<file path="config.mk">
export PLATFORM = sky130hd
export DESIGN_NAME = hazard_scoreboard_flat
export DESIGN_NICKNAME = d
export VERILOG_FILES = /design/src/rtl/hazard_scoreboard_pkg.sv /design/src/rtl/hazard_scoreboard_if.sv /design/src/rtl/hazard_scoreboard_md_busy_ctr.sv /design/src/rtl/hazard_scoreboard.sv /design/src/flat_wrapper.sv
export SDC_FILE = /design/constraint.sdc
export NUM_CORES = 1
export LEC_CHECK = 0
export BUFFER_PORTS_ARGS = -buffer_cell sky130_fd_sc_hd__buf_2
export CORE_ASPECT_RATIO = 1.5
export CORE_UTILIZATION = 57
export DETAILED_ROUTE_END_ITERATION = 16
export PLACE_DENSITY = 0.82
export SLEW_MARGIN = 10
export SYNTH_ARGS = -nofsm -noshare
export SYNTH_HDL_FRONTEND = slang
export SYNTH_SLANG_ARGS = --single-unit
</file>
<file path="constraint.sdc">
create_clock -name clk -period 2.7 [get_ports clk]
set_input_delay 0.135 -clock clk [delete_from_list [all_inputs] [get_ports clk]]
set_output_delay 0.135 -clock clk [all_outputs]
set_load 0.02 [all_outputs]
</file>
<file path="src/rtl/hazard_scoreboard_pkg.sv">
// -----------------------------------------------------------------------------
// hazard_scoreboard_pkg
//   Shared constants for the Tuse/Tnew hazard unit of the 5-stage pipeline.
//   - fwd_sel_e : D-stage forward-select codes (GRF / E / M / W).
//   - TNEW_*    : result latency, counted from E, for the common result classes.
//   - TUSE_*    : operand consumption point, counted from D.
//   - md_cycles : busy length of the mult/div unit for a given operation.
// -----------------------------------------------------------------------------
package hazard_scoreboard_pkg;

    // Forward-select encoding seen by the D-stage operand muxes.
    typedef enum logic [1:0] {
        FWD_GRF = 2'b00,
        FWD_E   = 2'b01,
        FWD_M   = 2'b10,
        FWD_W   = 2'b11
    } fwd_sel_e;

    // Result latency from E: ALU results are ready after E, loads after M,
    // link values (PC+8) are ready as soon as the instruction reaches E.
    localparam int TNEW_PC8  = 0;
    localparam int TNEW_ALU  = 1;
    localparam int TNEW_LOAD = 2;

    // Operand use point: branches/jr read in D, ALU ops in E, store data in M.
    localparam int TUSE_D = 0;
    localparam int TUSE_E = 1;
    localparam int TUSE_M = 2;

    // Number of busy cycles the mult/div unit needs after leaving E.
    function automatic int md_cycles(input logic is_div,
                                     input int   mult_cyc,
                                     input int   div_cyc);
        return is_div ? div_cyc : mult_cyc;
    endfunction

endpackage : hazard_scoreboard_pkg

</file>
<file path="src/rtl/hazard_scoreboard_if.sv">
// -----------------------------------------------------------------------------
// hazard_scoreboard_if
//   Bundle between the D-stage decoder/pipeline control (master) and the
//   hazard scoreboard (slave).
//
//   Signalling: there is no valid/ready pair. Every D-stage field is sampled
//   every cycle and qualified by its own enable (d_rs_used, d_rt_used,
//   d_a3 != 0, d_md_start, d_md_use). stall is the only back-pressure: while it
//   is high the master must hold PC and F/D, and the scoreboard inserts a
//   bubble into E. The forward selects are only meaningful when stall is low.
//
//   master -> slave : d_rs, d_rt, d_rs_used, d_rt_used, d_rs_tuse, d_rt_tuse,
//                     d_a3, d_tnew, d_md_start, d_md_is_div, d_md_use
//   slave -> master : stall, d_fwd_rs, d_fwd_rt, md_busy
// -----------------------------------------------------------------------------
interface hazard_scoreboard_if
    import hazard_scoreboard_pkg::*;
#(
    parameter int REG_AW = 5,
    parameter int T_W    = 2
);
    logic [REG_AW-1:0] d_rs;
    logic [REG_AW-1:0] d_rt;
    logic              d_rs_used;
    logic              d_rt_used;
    logic [T_W-1:0]    d_rs_tuse;
    logic [T_W-1:0]    d_rt_tuse;
    logic [REG_AW-1:0] d_a3;
    logic [T_W-1:0]    d_tnew;
    logic              d_md_start;
    logic              d_md_is_div;
    logic              d_md_use;

    logic              stall;
    fwd_sel_e          d_fwd_rs;
    fwd_sel_e          d_fwd_rt;
    logic              md_busy;

    modport master (
        output d_rs, d_rt, d_rs_used, d_rt_used, d_rs_tuse, d_rt_tuse,
               d_a3, d_tnew, d_md_start, d_md_is_div, d_md_use,
        input  stall, d_fwd_rs, d_fwd_rt, md_busy
    );

    modport slave (
        input  d_rs, d_rt, d_rs_used, d_rt_used, d_rs_tuse, d_rt_tuse,
               d_a3, d_tnew, d_md_start, d_md_is_div, d_md_use,
        output stall, d_fwd_rs, d_fwd_rt, md_busy
    );

endinterface : hazard_scoreboard_if

</file>
<file path="src/rtl/hazard_scoreboard_md_busy_ctr.sv">
// -----------------------------------------------------------------------------
// md_busy_ctr
//   Busy tracker for the multi-cycle mult/div unit.
//   An accepted start is registered together with its div flag (this is the
//   mult/div instruction sitting in E). One cycle later the counter loads the
//   operation length and then counts down to zero.
//
//   Ports
//     clk        in   rising-edge clock
//     reset      in   asynchronous, active-low reset
//     start_i    in   mult/div accepted into E this edge (already gated by stall)
//     is_div_i   in   qualifies start_i: 1 = div/divu, 0 = mult/multu
//     md_busy_o  out  registered start pending or counter non-zero
// -----------------------------------------------------------------------------
module md_busy_ctr
    import hazard_scoreboard_pkg::*;
#(
    parameter int MULT_CYC = 5,
    parameter int DIV_CYC  = 10,
    parameter int CNT_W    = 4     // must hold max(MULT_CYC, DIV_CYC)
) (
    input  logic clk,
    input  logic reset,
    input  logic start_i,
    input  logic is_div_i,
    output logic md_busy_o
);

    logic             start_q,  start_d;
    logic             is_div_q, is_div_d;
    logic [CNT_W-1:0] cnt_q,    cnt_d;

    always_ff @(posedge clk or negedge reset) begin
        if (!reset) begin
            start_q  <= 1'b0;
            is_div_q <= 1'b0;
            cnt_q    <= '0;
        end else begin
            start_q  <= start_d;
            is_div_q <= is_div_d;
            cnt_q    <= cnt_d;
        end
    end

    always_comb begin
        start_d  = start_i;
        // The div flag is only meaningful alongside a start.
        is_div_d = start_i & is_div_i;
        cnt_d    = cnt_q;
        // A start in E overrides any count still running: the new operation
        // owns HI/LO from here on.
        if (start_q) begin
            cnt_d = CNT_W'(md_cycles(is_div_q, MULT_CYC, DIV_CYC));
        end else if (cnt_q != '0) begin
            cnt_d = cnt_q - CNT_W'(1);
        end
    end

    // Busy already in the issue cycle, before the counter has loaded.
    assign md_busy_o = start_q | (cnt_q != '0);

endmodule : md_busy_ctr

</file>
<file path="src/rtl/hazard_scoreboard.sv">
// -----------------------------------------------------------------------------
// hazard_scoreboard
//   Tuse/Tnew stall and forward unit for the F/D/E/M/W pipeline.
//   Keeps {a3, tnew} for the instructions in E, M and W, compares them with the
//   operand requirements of the D-stage instruction and produces the stall and
//   the D-stage forward selects. A sub-block tracks the mult/div busy time.
//
//   Ports
//     clk    in      rising-edge clock
//     reset  in      asynchronous, active-low reset (0 = reset)
//     hz     slave   D-stage fields in; stall, d_fwd_rs, d_fwd_rt, md_busy out
// -----------------------------------------------------------------------------
module hazard_scoreboard
    import hazard_scoreboard_pkg::*;
#(
    parameter int REG_AW   = 5,
    parameter int T_W      = 2,
    parameter int MULT_CYC = 5,
    parameter int DIV_CYC  = 10,
    parameter int CNT_W    = 4
) (
    input  logic                clk,
    input  logic                reset,
    hazard_scoreboard_if.slave  hz
);

    // One pipeline slot: destination register and cycles until its value exists.
    typedef struct packed {
        logic [REG_AW-1:0] a3;
        logic [T_W-1:0]    tnew;
    } slot_t;

    // Tnew ages by one per stage but never wraps below zero.
    function automatic logic [T_W-1:0] sat_dec(input logic [T_W-1:0] t);
        return (t == '0) ? '0 : t - T_W'(1);
    endfunction

    // Only the youngest producer of a register matters: an older match in M is
    // shadowed by a match in E. W is excluded because its value is always
    // available (through forwarding or the GRF) by the time D needs it.
    function automatic logic data_hz(input logic              used,
                                     input logic [REG_AW-1:0] r,
                                     input logic [T_W-1:0]    tuse,
                                     input slot_t             e,
                                     input slot_t             m);
        logic hit;
        hit = 1'b0;
        if (used && (r != '0)) begin
            if (e.a3 == r) begin
                hit = (e.tnew > tuse);
            end else if (m.a3 == r) begin
                hit = (m.tnew > tuse);
            end
        end
        return hit;
    endfunction

    // Youngest stage that already holds the finished value of r.
    function automatic fwd_sel_e fwd_pick(input logic [REG_AW-1:0] r,
                                          input slot_t             e,
                                          input slot_t             m,
                                          input slot_t             w);
        fwd_sel_e sel;
        sel = FWD_GRF;
        if (r != '0) begin
            if ((e.a3 == r) && (e.tnew == '0)) begin
                sel = FWD_E;
            end else if ((m.a3 == r) && (m.tnew == '0)) begin
                sel = FWD_M;
            end else if ((w.a3 == r) && (w.tnew == '0)) begin
                sel = FWD_W;
            end
        end
        return sel;
    endfunction

    slot_t e_q, e_d;
    slot_t m_q, m_d;
    slot_t w_q, w_d;

    logic  hz_rs;
    logic  hz_rt;
    logic  md_hz;
    logic  stall;
    logic  md_busy;

    // -------------------------------------------------------------------------
    // Stage slots
    // -------------------------------------------------------------------------
    always_ff @(posedge clk or negedge reset) begin
        if (!reset) begin
            e_q <= '0;
            m_q <= '0;
            w_q <= '0;
        end else begin
            e_q <= e_d;
            m_q <= m_d;
            w_q <= w_d;
        end
    end

    always_comb begin
        e_d = '0;
        // A stalled D instruction does not advance; E receives a bubble.
        if (!stall) begin
            e_d.a3   = hz.d_a3;
            e_d.tnew = hz.d_tnew;
        end
        m_d.a3   = e_q.a3;
        m_d.tnew = sat_dec(e_q.tnew);
        w_d.a3   = m_q.a3;
        w_d.tnew = sat_dec(m_q.tnew);
    end

    // -------------------------------------------------------------------------
    // Hazard detection and forwarding (purely combinational on D inputs)
    // -------------------------------------------------------------------------
    always_comb begin
        hz_rs = data_hz(hz.d_rs_used, hz.d_rs, hz.d_rs_tuse, e_q, m_q);
        hz_rt = data_hz(hz.d_rt_used, hz.d_rt, hz.d_rt_tuse, e_q, m_q);
        // Any HI/LO user, including a second mult/div, waits for the unit.
        md_hz = hz.d_md_use & md_busy;
        stall = hz_rs | hz_rt | md_hz;
    end

    assign hz.stall    = stall;
    assign hz.d_fwd_rs = fwd_pick(hz.d_rs, e_q, m_q, w_q);
    assign hz.d_fwd_rt = fwd_pick(hz.d_rt, e_q, m_q, w_q);
    assign hz.md_busy  = md_busy;

    // -------------------------------------------------------------------------
    // Mult/div busy tracking. The start only counts if the instruction really
    // moves into E, i.e. it is not itself being stalled.
    // -------------------------------------------------------------------------
    md_busy_ctr #(
        .MULT_CYC (MULT_CYC),
        .DIV_CYC  (DIV_CYC),
        .CNT_W    (CNT_W)
    ) u_md_busy_ctr (
        .clk       (clk),
        .reset     (reset),
        .start_i   (hz.d_md_start & ~stall),
        .is_div_i  (hz.d_md_is_div),
        .md_busy_o (md_busy)
    );

endmodule : hazard_scoreboard

</file>
<file path="src/flat_wrapper.sv">
// flat-port wrapper written by rule: the top's interface ports become plain ports
module hazard_scoreboard_flat import hazard_scoreboard_pkg::*;
#(
    parameter int REG_AW   = 5,
    parameter int T_W      = 2,
    parameter int MULT_CYC = 5,
    parameter int DIV_CYC  = 10,
    parameter int CNT_W    = 4
)
  (clk, reset, hz_d_rs, hz_d_rt, hz_d_rs_used, hz_d_rt_used, hz_d_rs_tuse, hz_d_rt_tuse, hz_d_a3, hz_d_tnew, hz_d_md_start, hz_d_md_is_div, hz_d_md_use, hz_stall, hz_d_fwd_rs, hz_d_fwd_rt, hz_md_busy);
  hazard_scoreboard_if #(.REG_AW(REG_AW), .T_W(T_W)) hz_i ();
  input  logic clk;
  input  logic reset;
  input wire logic [$bits(hz_i.d_rs)-1:0] hz_d_rs;
  input wire logic [$bits(hz_i.d_rt)-1:0] hz_d_rt;
  input wire logic [$bits(hz_i.d_rs_used)-1:0] hz_d_rs_used;
  input wire logic [$bits(hz_i.d_rt_used)-1:0] hz_d_rt_used;
  input wire logic [$bits(hz_i.d_rs_tuse)-1:0] hz_d_rs_tuse;
  input wire logic [$bits(hz_i.d_rt_tuse)-1:0] hz_d_rt_tuse;
  input wire logic [$bits(hz_i.d_a3)-1:0] hz_d_a3;
  input wire logic [$bits(hz_i.d_tnew)-1:0] hz_d_tnew;
  input wire logic [$bits(hz_i.d_md_start)-1:0] hz_d_md_start;
  input wire logic [$bits(hz_i.d_md_is_div)-1:0] hz_d_md_is_div;
  input wire logic [$bits(hz_i.d_md_use)-1:0] hz_d_md_use;
  output wire logic [$bits(hz_i.stall)-1:0] hz_stall;
  output wire logic [$bits(hz_i.d_fwd_rs)-1:0] hz_d_fwd_rs;
  output wire logic [$bits(hz_i.d_fwd_rt)-1:0] hz_d_fwd_rt;
  output wire logic [$bits(hz_i.md_busy)-1:0] hz_md_busy;
  assign hz_i.d_rs = hz_d_rs;
  assign hz_i.d_rt = hz_d_rt;
  assign hz_i.d_rs_used = hz_d_rs_used;
  assign hz_i.d_rt_used = hz_d_rt_used;
  assign hz_i.d_rs_tuse = hz_d_rs_tuse;
  assign hz_i.d_rt_tuse = hz_d_rt_tuse;
  assign hz_i.d_a3 = hz_d_a3;
  assign hz_i.d_tnew = hz_d_tnew;
  assign hz_i.d_md_start = hz_d_md_start;
  assign hz_i.d_md_is_div = hz_d_md_is_div;
  assign hz_i.d_md_use = hz_d_md_use;
  assign hz_stall = hz_i.stall;
  assign hz_d_fwd_rs = hz_i.d_fwd_rs;
  assign hz_d_fwd_rt = hz_i.d_fwd_rt;
  assign hz_md_busy = hz_i.md_busy;
  hazard_scoreboard #(.REG_AW(REG_AW), .T_W(T_W), .MULT_CYC(MULT_CYC), .DIV_CYC(DIV_CYC), .CNT_W(CNT_W)) u_core (.clk(clk), .reset(reset), .hz(hz_i));
endmodule
</file>
# ---- Word-level counts from Yosys, hierarchy flattened
# Cells that the tools add are included.
dict set report op_classes {
  addsub 3
  order_cmp 4
  n_eq_ne 6
  mux 20
  bitwise 7
  n_reduce_logical 15
}
# operator n
set op_table {}
lappend op_table {{5-bit equality test} 6}
lappend op_table {{2-bit two-way mux} 10}
lappend op_table {{4-bit two-way mux} 3}
lappend op_table {{5-bit nonzero test} 2}
lappend op_table {{2-bit greater-than comparator} 4}
lappend op_table {{1-bit logical AND} 8}
lappend op_table {{7-bit two-way mux} 1}
lappend op_table {{2-bit logical NOT} 3}
lappend op_table {{1-bit two-way mux} 6}
lappend op_table {{4-bit nonzero test} 1}
lappend op_table {{2-bit by 1-bit subtractor with 2-bit output (second input constant)} 2}
lappend op_table {{4-bit by 1-bit subtractor with 4-bit output (second input constant)} 1}
lappend op_table {{1-bit bitwise AND} 3}
lappend op_table {{1-bit bitwise OR} 3}
lappend op_table {{2-bit nonzero test} 1}
lappend op_table {{1-bit inverter} 1}
dict set report totals {
  regBits 27
  in_bits 28
  output_inout_bits 6
  word_cells 64
}

# ---- Depth between registers and ports, before layout
# Gate-level depths: netlist of run 1.
dict set report logic_depth {
  depth_word 9
  ltp_mapped 8
  mapped_depth_nobuf 8
}

# ---- Cells and area by module
# Synthesis of run 1 repeated with hierarchy kept, for this count alone.
dict set report hier_totals {
  cells_unflattened 153
  area_unflattened_um2 1612.8
}
# module n_inst cells_each area_per_inst_um2
set by_module_without_submodules {}
lappend by_module_without_submodules {hazard_scoreboard 1 127 1308.8}
lappend by_module_without_submodules {md_busy_ctr 1 26 304.0}

# ---- Least setup slack after synthesis of run 1
# OpenSTA, ideal clock, no wires.
dict set report synth_timing {
  kind {input to output}
  start {input port hz_d_rt[3]}
  end {output port hz_stall}
  t_arrival_ps 1588
  setup_slack_ps 977
  cell_stages 6
  path_buffers 0
  path_cell_list {or4_4 > o21ai_2 > a211oi_1 > and3_4 > nor4_4 > inv_1}
}
dict set report synth_between {
  elab_chain_len 6
  word_cells_on_any_way 9
}
# element line
set synth_lines {}
lappend synth_lines {{from (decl)} flat_wrapper.sv:15} ;# input wire logic [$bits(hz_i.d_rt)-1:0] hz_d_rt;
lappend synth_lines {{5-bit equality test} hazard_scoreboard.sv:51} ;# end else if (m.a3 == r) begin
lappend synth_lines {{1-bit two-way mux} hazard_scoreboard.sv:51}
lappend synth_lines {{1-bit two-way mux} hazard_scoreboard.sv:49} ;# if (e.a3 == r) begin
lappend synth_lines {{1-bit two-way mux (*)} hazard_scoreboard.sv:48} ;# if (used && (r != '0)) begin
lappend synth_lines {{1-bit bitwise OR (*) (2 in a row)} hazard_scoreboard.sv:123} ;# stall = hz_rs | hz_rt | md_hz;
lappend synth_lines {{to (decl)} flat_wrapper.sv:25} ;# output wire logic [$bits(hz_i.stall)-1:0] hz_stall;
# Mark *: on every way between the ends. The rest lies on a longest branch, timed or not.

# ---- Worst setup path after layout of run 1
dict set report layout_timing {
  start {register u_core.e_q[2] (netlist name)}
  end {output port hz_stall}
}
dict set report layout_between {
  elab_chain_len 5
  word_cells_on_any_way 8
}
# element line
set layout_lines {}
lappend layout_lines {{from (decl)} hazard_scoreboard.sv:77} ;# slot_t e_q, e_d;
lappend layout_lines {{from (signal assigned)} hazard_scoreboard.sv:92} ;# e_q <= '0;
lappend layout_lines {{from (signal assigned)} hazard_scoreboard.sv:96} ;# e_q <= e_d;
lappend layout_lines {{5-bit equality test} hazard_scoreboard.sv:49}
lappend layout_lines {{1-bit two-way mux} hazard_scoreboard.sv:49}
lappend layout_lines {{1-bit two-way mux} hazard_scoreboard.sv:48}
lappend layout_lines {{1-bit bitwise OR (*) (2 in a row)} hazard_scoreboard.sv:123}
# Marks and branches as above.

==> results.md, run 1 <==
* Htree depth at 1
* RSZ-0062 raised after global routing: false
* Highest ir drop seen on vdd at 0.412 mV
* Flip-flop and latch count after synthesis at 27
* Routability congestion estimate at 0.912
* Layout cell share with drive strength beyond 1 at 22.0%
* Number of core rows at 22
* Highest attainable clock frequency at 0.430 GHz
* Net Sw Power at 0.352 mW
* Endpoint required time on the critical path at 2.57 ns
* Maximum root-to-sink buffer count at 2
* Vias in the first global route at 1,256
* CTS tree: built
* Maximum number of pins on one net before global-route repair at 28
* Top area cells in the synthesized netlist: dfrtp_1 44%, xor2_1 10%, ha_1 8.1%
* Initial antenna violation count at 0
* Slowest cell on the critical path: dfrtp_1
* Cell with the most instances after synthesis: dfrtp_1
* Ant. Diodes at 0
* Count of mapped cells out of synthesis at 151
* Async set-reset flop share out of synthesis at 100%
* Core Region at 2500 um^2
* Final Power at 1.03 mW
* Post-detailed-route count of antenna-violating nets at 0
* Y dimension of the die at 65.7 um
* Final critical delay including setup and external delays at 2.32 ns
* Count of flip-flops with a built-in enable after synthesis at 0
* Synthesized area at 1540 um^2
* Sequence of cells on the critical path: xor2_1 -> nor3_1 -> nand3_1 -> and3_1 -> nor4_4 -> inv_1 -> buf_2
* Die area at 2920 um^2
* Combinational Power Share at 31.2%
* Endpoint of the most critical register-to-register path: u_core.u_md_busy_ctr.is_div_q
* YS warnings at 0
* Clock transition at the register clock pins on the worst setup and hold paths after CTS at 0.15 ns
* Number of distinct library cells after synthesis at 26
* Global-route wire length before repair at 5.18 mm
* Total Routed Length at 3.10 mm
* Post-synthesis average cell area at 10.2 um^2
* Start-to-end type of the worst setup path: reg2out
* Clock network latency to the later pin of the worst-skew pair at 0.32 ns
* Maximum capacitance violations at 0
* Die W at 44.5 um
* Number of stages on the worst hold path at 2
* Transition time at the pin with the least slew margin at 0.593 ns
* Gr ovfl total at 0
* Setup violation total in the final timing report at 0
* R2R Path Start: u_core.e_q[2]
* Worst hold path startpoint: hz_d_tnew[1]
* Minimum hold slack at 0.0124 ns
* Kind of start point of the critical path: flip-flop
* Largest stage delay on the critical path at 0.45 ns
* Most numerous cell types in the synthesized netlist: 27 x dfrtp_1, 18 x xor2_1, 14 x xnor2_1
* Overall routing resource usage at 24.2%
* Crit path DAT at 2.19 ns
* Post CTS Setup Buffer Count at 0
* Detailed-router iteration count before antenna repair at 4
* Cell at the root of the clock tree: clkbuf_4
* Proportion of synthesized chip area in sequential cells at 43.8%
* Drt initial violations at 17
* Start point of the critical path: u_core.e_q[2]
* Largest delay share family, worst path: simple AND/OR/NAND/NOR gates
* Via density per instance at 5.30
* Post-DP HPWL at 2.56 mm
* WL per Instance at 13.7 um
* Boundary Pins at 34
* Worst R2R Setup Slack at 0.81 ns
* Endpoint type of the worst setup path: output port
* Part of the power in registers at 51.6%
* Yosys top cell by area: dfrtp_1
* Commonest register cell after synthesis: dfrtp_1
* Portion of total power attributed to the clock network at 17.2%
* Critical path buffer and inverter count at 2
* Signed area change from the synthesized netlist to the final layout at 17.5%
* Worst min path class: in2reg
* R2R cell count at 6
* Post-Route Setup TNS at 0 ns
* Final count of hold timing violations at 0
* Max-slew violation total from the final report at 0
* Fin Clk Skew at 0.00299 ns
* Capture endpoint of the worst hold path: u_core.e_q[1]
* Filler instances at 185
* Slew margin rel. at 60.5%
* LEAKAGE at 0.890 nW
* Maximum net fanout on the critical path at 10
* Post-synth top area share at 43.8%
* Cts bufs inserted at 3
* Total DRC errors in the routed layout at 0
* Final clock period utilization by the worst path at 86.0%
* Switching part of the total power at 34.1%
* Cell-internal power at 0.681 mW
* Synth Net Count at 189
* Clock sink total at 27
* Post-layout net count at 230
* Multi-input gate area at 821 um^2
* Cell Pwr Density at 570 nW/um^2
* Run status: completed
* Count of input and output buffers at 33
* Combined flip-flop and latch cell area at 676 um^2
* Overall via count from detail_route at 1,204
* Initial Util at 61.5%
[final cells by class]
type | instances | share of cell area, %
Inverter | 12 | 2.49
Timing Repair Buffer | 36 | 10.8
Clock inverter | 1 | 0.414
Sequential cell | 27 | 37.3
Multi-Input combinational cell | 112 | 45.3
Tap cell | 36 | 2.49
Clock buffer | 3 | 1.24
[power by group through the flow]
stage	sequential [mW]	clock (mW)	combinational, mW
2_1_floorplan	0.524	0	0.229
3_5_place_dp	0.540	0	0.320
4_1_cts	0.532	0.183	0.326
5_1_grt	0.541	0.197	0.362
3_3_place_gp	0.537	0	0.303
6_report	0.533	0.177	0.323
[worst reg2reg max path, cell delays in order (launching register included)]
cell	delay, ns
dfrtp_1	0.45
xor2_1	0.19
nor3_1	0.23
nand3_1	0.15
and3_1	0.20
nor4_4	0.41
and3_1	0.21
[per-layer routing]
metal / share of wire [%] / track usage [%] / vias up
met4: 2.6 / 12.5 / 0
met5: 0 / 0 / -
met1: 40 / 26.5 / 572
met2: 54 / 43.9 / 32
met3: 3.2 / 2.75 / 10
li1: - / - / 590
[how the worst max path moves through the flow]
stage	to	cells past startpoint
after global routing	hz_stall	7
after CTS	hz_stall	7
after detailed placement	hz_stall	8
final	hz_stall	7
after global placement	hz_stall	8
after floorplan	hz_stall	6
[stage by stage]
stage | cell area (um^2) | instances | utilization (%) | setup slack [ns]
floorplan | 1540 | 151 | - | 0.977
global placement | 1750 | 220 | 69.9 | 0.675
detailed placement | 1750 | 220 | 69.9 | 0.611
CTS | 1810 | 227 | 72.3 | 0.352
global route | 1810 | 227 | 72.3 | 0.165
finish | 1810 | 227 | 72.3 | 0.377
[flip-flops by register name (all words and copies together), names as in the netlist]
name	count
u_core.e_q	7
u_core.m_q	7
u_core.u_md_busy_ctr.cnt_q	4
u_core.u_md_busy_ctr.is_div_q	1
u_core.u_md_busy_ctr.start_q	1
u_core.w_q	7
[logic make-up after synthesis]
group           Yosys count  share of synthesized area, %
simple gates             49                          18.0
xor+xnor                 32                          18.2
buf+inv                  12                          2.92
flops                    27                          43.8
fa+ha+maj                10                          8.12
compound gates           21                          8.93
[layout by cell type (no fill, tap or decap), types with 2 or more instances in the layout]
| cell | instances |
|---|---|
| clkbuf_4 | 3 |
| xnor2_1 | 14 |
| nor2_1 | 9 |
| xor2_1 | 18 |
| and2_1 | 10 |
| nor4_1 | 2 |
| nand3_1 | 7 |
| nor2b_1 | 2 |
| a211oi_1 | 4 |
| dlygate4sd3_1 | 3 |
| and3_1 | 2 |
| nand2_1 | 6 |
| inv_1 | 12 |
| o21ai_0 | 3 |
| nor3_1 | 7 |
| ha_1 | 10 |
| a21oi_1 | 8 |
| dfrtp_1 | 27 |
| buf_2 | 33 |
[timing repair]
| item | in CTS | in global routing |
|---|---|---|
| resized for setup | 0 | 0 |
| hold buffers | 3 | 0 |
| hold endpoints to repair | 29 | 0 |
Note: power is estimated with default switching activity, not from simulation.
==> run 2, diff against run 1 <==
- PLACE_DENSITY: 0.82 -> 0.83
==> results.md, run 2 (synthesis gave the netlist of run 1 again) <==
* Post-layout net count at 231
* Detailed-router iteration count before antenna repair at 4
* Start-to-end type of the worst setup path: reg2out
* Htree depth at 1
* Signed area change from the synthesized netlist to the final layout at 18.2%
* End of the critical path: hz_stall
* Transition time at the pin with the least slew margin at 0.568 ns
* Drt initial violations at 28
* CTS tree: built
* Registers with the most flip-flops: u_core.e_q (7), u_core.m_q (7), u_core.w_q (7)
* Y dimension of the die at 65.7 um
* Cell Pwr Density at 572 nW/um^2
* Number of core rows at 22
* Vias in the first global route at 1,301
* Final core area utilization at 72.7%
* Cts bufs inserted at 3
* Largest stage delay on the critical path at 0.55 ns
* Ant. Diodes at 0
* Maximum root-to-sink buffer count at 2
* Overall via count from detail_route at 1,228
* Fin Clk Skew at 0.0107 ns
* Count of input and output buffers at 33
* Post-DP HPWL at 2.56 mm
* Boundary Pins at 34
* Final clock period utilization by the worst path at 87.5%
* Core Region at 2500 um^2
* Global-route wire length before repair at 5.40 mm
* WL per Instance at 14.2 um
* Dpl cell area at 1750 um^2
* Endpoint type of the worst setup path: output port
* Clock sink total at 27
* Largest delay share family, worst path: compound AO/OA/AOI/OAI gates
* Minimum hold slack at 0.00473 ns
* Maximum number of pins on one net before global-route repair at 28
* Filler instances at 197
* R2R cell count at 6
* Gr ovfl total at 0
* Post-cts resize count at 0
* Critical path buffer and inverter count at 2
* Post-detailed-route count of antenna-violating nets at 0
* Clock transition at the register clock pins on the worst setup and hold paths after CTS at 0.13 ns
* Maximum net fanout on the critical path at 10
* Post-route cell area at 1820 um^2
* Die area at 2920 um^2
* Highest ir drop seen on vdd at 0.406 mV
* Slowest cell on the critical path: a2111oi_2
* Setup violation total in the final timing report at 0
* Cts-stage hold buffer count at 3
* Initial Util at 61.5%
* Cell at the root of the clock tree: clkbuf_4
* Crit path DAT at 2.23 ns
* Total Routed Length at 3.24 mm
* Post-Route Setup TNS at 0 ns
* Final count of hold timing violations at 0
* Slew margin rel. at 62.1%
* Worst R2R Setup Slack at 0.73 ns
* Total DRC errors in the routed layout at 0
* Max-slew violation total from the final report at 0
* Run status: completed
* LEAKAGE at 0.894 nW
* Endpoint required time on the critical path at 2.57 ns
* Kind of start point of the critical path: flip-flop
* Die W at 44.5 um
* Highest attainable clock frequency at 0.423 GHz
* Initial antenna violation count at 0
* Worst min path class: in2reg
* DP Worst Slack at 0.638 ns
* Leading cell type in the layout, fill and taps excluded: buf_2
* Post CTS Setup Buffer Count at 0
* Endpoint of the most critical register-to-register path: u_core.u_md_busy_ctr.is_div_q
* Commonest non-fill, non-tap cells in the layout: 33 x buf_2, 27 x dfrtp_1, 18 x xor2_1, 14 x xnor2_1, 12 x inv_1
* Overall routing resource usage at 25.9%
* Final critical delay including setup and external delays at 2.36 ns
* Start point of the critical path: u_core.e_q[4]
* Sequence of cells on the critical path: xor2_1 -> nor3_1 -> nand3_1 -> a2111oi_2 -> nor4_4 -> inv_1 -> buf_2
* Clock network latency to the later pin of the worst-skew pair at 0.33 ns
* RSZ-0062 raised after global routing: false
* Routability congestion estimate at 0.991
* Maximum capacitance violations at 0
* R2R Path Start: u_core.e_q[4]
* Via density per instance at 5.39
* WP depth at 7
* Layout cell share with drive strength beyond 1 at 21.9%
* Post-route worst setup slack at 0.338 ns
-- run 2: cell types whose count changed in the layout (fill, tap and decap cells not counted), sizes merged --
cell,before,now
dlygate4sd3,3,4
-- run 2: power by group --
group          internal (mW)  total (mW)  switching (mW)
registers              0.469       0.537          0.0681
logic                  0.156       0.329           0.173
clock network         0.0568       0.175           0.119
-- run 2: worst min path at each step --
stage | depth (start not counted) | slack, ns | from | endpoint
after detailed placement | 1 | 0.17 | reset | u_core.w_q[1]
after global routing | 2 | 0.006 | hz_d_md_start | u_core.u_md_busy_ctr.start_q
after floorplan | 0 | -0.16 | reset | u_core.e_q[0]
after global placement | 1 | 0.16 | reset | u_core.w_q[0]
after CTS | 2 | 0.0003 | hz_d_a3[4] | u_core.e_q[6]
final | 2 | 0.005 | hz_d_a3[4] | u_core.e_q[6]
-- run 2: cell type report --
class,instances,area (um^2),area share [%]
timing repair buffer,37,205,11.3
multi-input combinational,112,821,45.1
sequential,27,676,37.1
clock inverter,1,7.51,0.412
inverter,12,45.0,2.47
clock buffer,3,22.5,1.24
tap,36,45.0,2.47
-- run 2: per-layer routing --
layer	GRT usage [%]	up-vias	wire [um]
met1	27.4	574	1240
met5	0	-	0
li1	-	592	-
met4	16.3	0	125
met3	3.02	15	118
met2	46.5	47	1750
-- run 2: per-stage QoR --
stage               instances  power, mW
floorplan                 151      0.754
global placement          220      0.839
detailed placement        220      0.866
CTS                       227       1.05
global route              228       1.11
finish                    228       1.04
==> run 3, diff against run 2 <==
- MAX_ROUTING_LAYER: default -> met4
==> results.md, run 3 (synthesis gave the netlist of run 1 again) <==
* Boundary Pins at 34
* Final critical delay including setup and external delays at 2.35 ns
* Kind of start point of the critical path: flip-flop
* Post-layout net count at 231
* Total Routed Length at 3.21 mm
* Clock sink total at 27
* Clock network latency to the later pin of the worst-skew pair at 0.33 ns
* Transition time at the pin with the least slew margin at 0.576 ns
* Cell-internal power at 0.686 mW
* Filler instances at 183
* Switching part of the total power at 34.5%
* Post-Route Setup TNS at 0 ns
* Dpl cell area at 1750 um^2
* Maximum number of pins on one net before global-route repair at 28
* Setup violation total in the final timing report at 0
* Gr ovfl total at 0
* Overall via count from detail_route at 1,228
* Die area at 2920 um^2
* Overall routing resource usage at 25.9%
* Detailed-router iteration count before antenna repair at 4
* Worst R2R Setup Slack at 0.78 ns
* Cell at the root of the clock tree: clkbuf_4
* Cell Pwr Density at 575 nW/um^2
* Fin cells at 228
* WL per Instance at 14.1 um
* Ant. Diodes at 0
* Leading cell type in the layout, fill and taps excluded: buf_2
* Count of input and output buffers at 33
* Net Sw Power at 0.362 mW
* Cts bufs inserted at 3
* Htree depth at 1
* Post-route worst setup slack at 0.348 ns
* DP Worst Slack at 0.626 ns
* Vias in the first global route at 1,314
* Maximum capacitance violations at 0
* Crit path DAT at 2.22 ns
* Post-cts resize count at 0
* Global-route wire length before repair at 5.35 mm
* Drt initial violations at 22
* Number of core rows at 22
* Worst min path class: in2reg
* Via density per instance at 5.39
* Portion of total power attributed to the clock network at 17.7%
* Clock transition at the register clock pins on the worst setup and hold paths after CTS at 0.16 ns
* Y dimension of the die at 65.7 um
* Registers with the most flip-flops: u_core.e_q (7), u_core.m_q (7), u_core.w_q (7)
* Initial Util at 61.5%
* Highest ir drop seen on vdd at 0.459 mV
* Routability congestion estimate at 1.01
* Start-to-end type of the worst setup path: reg2out
* Maximum net fanout on the critical path at 10
* Placed Cells at 220
* Slew margin rel. at 61.6%
* Post-detailed-route count of antenna-violating nets at 0
* Layout cell share with drive strength beyond 1 at 21.9%
* Total DRC errors in the routed layout at 0
* Commonest non-fill, non-tap cells in the layout: 33 x buf_2, 27 x dfrtp_1, 18 x xor2_1, 14 x xnor2_1, 12 x inv_1
* Highest attainable clock frequency at 0.425 GHz
* Initial antenna violation count at 0
* Combined flip-flop and latch cell area at 676 um^2
* CTS tree: built
* Core Region at 2500 um^2
* Endpoint type of the worst setup path: output port
* Final Power at 1.05 mW
* Final count of hold timing violations at 0
* Run status: completed
* Combinational Power Share at 31.2%
* Signed area change from the synthesized netlist to the final layout at 18.3%
* Final core area utilization at 72.8%
* LEAKAGE at 0.898 nW
* Maximum root-to-sink buffer count at 2
* Final clock period utilization by the worst path at 87.1%
* Die W at 44.5 um
* Endpoint required time on the critical path at 2.57 ns
* Post-route cell area at 1820 um^2
* Fin Clk Skew at 0.0103 ns
* Multi-input gate area at 821 um^2
* Max-slew violation total from the final report at 0
* Minimum hold slack at 0.00564 ns
* Part of the power in registers at 51.1%
* Post-DP HPWL at 2.63 mm
* RSZ-0062 raised after global routing: false
==> run 3: cell count changes in the layout (fill, tap and decap cells not counted) <==
| cell | delta |
|---|---|
| clkinvlp_4 | -1 |
| inv_6 | +1 |
==> run 3: worst max-delay path, cell delays in order (launching register included) <==
cell,delay [ns]
dfrtp_1,0.45
xor2_1,0.16
nor3_1,0.20
nand3_1,0.17
and3_4,0.20
nor4_4,0.46
inv_1,0.07
buf_2,0.17
==> run 3: metal layers <==
layer	track usage [%]	vias to the layer above	part of all wire (%)	wire length, um
li1	-	595	-	-
met1	25.8	573	37	1200
met2	46.5	44	54	1750
met3	3.02	16	2.8	89
met4	15.5	0	5.3	170
met5	-	-	0	0
==> run 3: area by class of cell <==
type | count | area share, %
Clock buffer | 3 | 1.24
Clock inverter | 1 | 0.480
Inverter | 12 | 2.47
Multi-Input combinational cell | 112 | 45.0
Sequential cell | 27 | 37.1
Tap cell | 36 | 2.47
Timing Repair Buffer | 37 | 11.3
==> run 3: path summary, 6_finish.rpt <==
check	start	depth (start not counted)	endpoint
worst min-delay path	hz_d_tnew[1]	2	u_core.e_q[1]
worst max register to register	u_core.e_q[4]	6	u_core.u_md_busy_ctr.is_div_q
min in group asynchronous	reset	2	u_core.w_q[0]
worst max-delay path	u_core.e_q[4]	7	hz_stall
max in group asynchronous	reset	2	u_core.w_q[3]
worst min register to register	u_core.e_q[3]	0	u_core.m_q[3]
==> run 3: what timing repair did <==
action / 4_1_cts / 5_1_grt
hold endpoints to repair: 30 / 0
buffers inserted: 0 / 0
hold buffers: 4 / 0
==> run 3: power by group through the flow <==
stage	registers (mW)	clock network, mW	logic (mW)
after floorplan	0.524	0	0.229
after global placement	0.538	0	0.301
after detailed placement	0.542	0	0.324
after CTS	0.534	0.188	0.330
after global routing	0.544	0.199	0.369
final	0.535	0.185	0.327
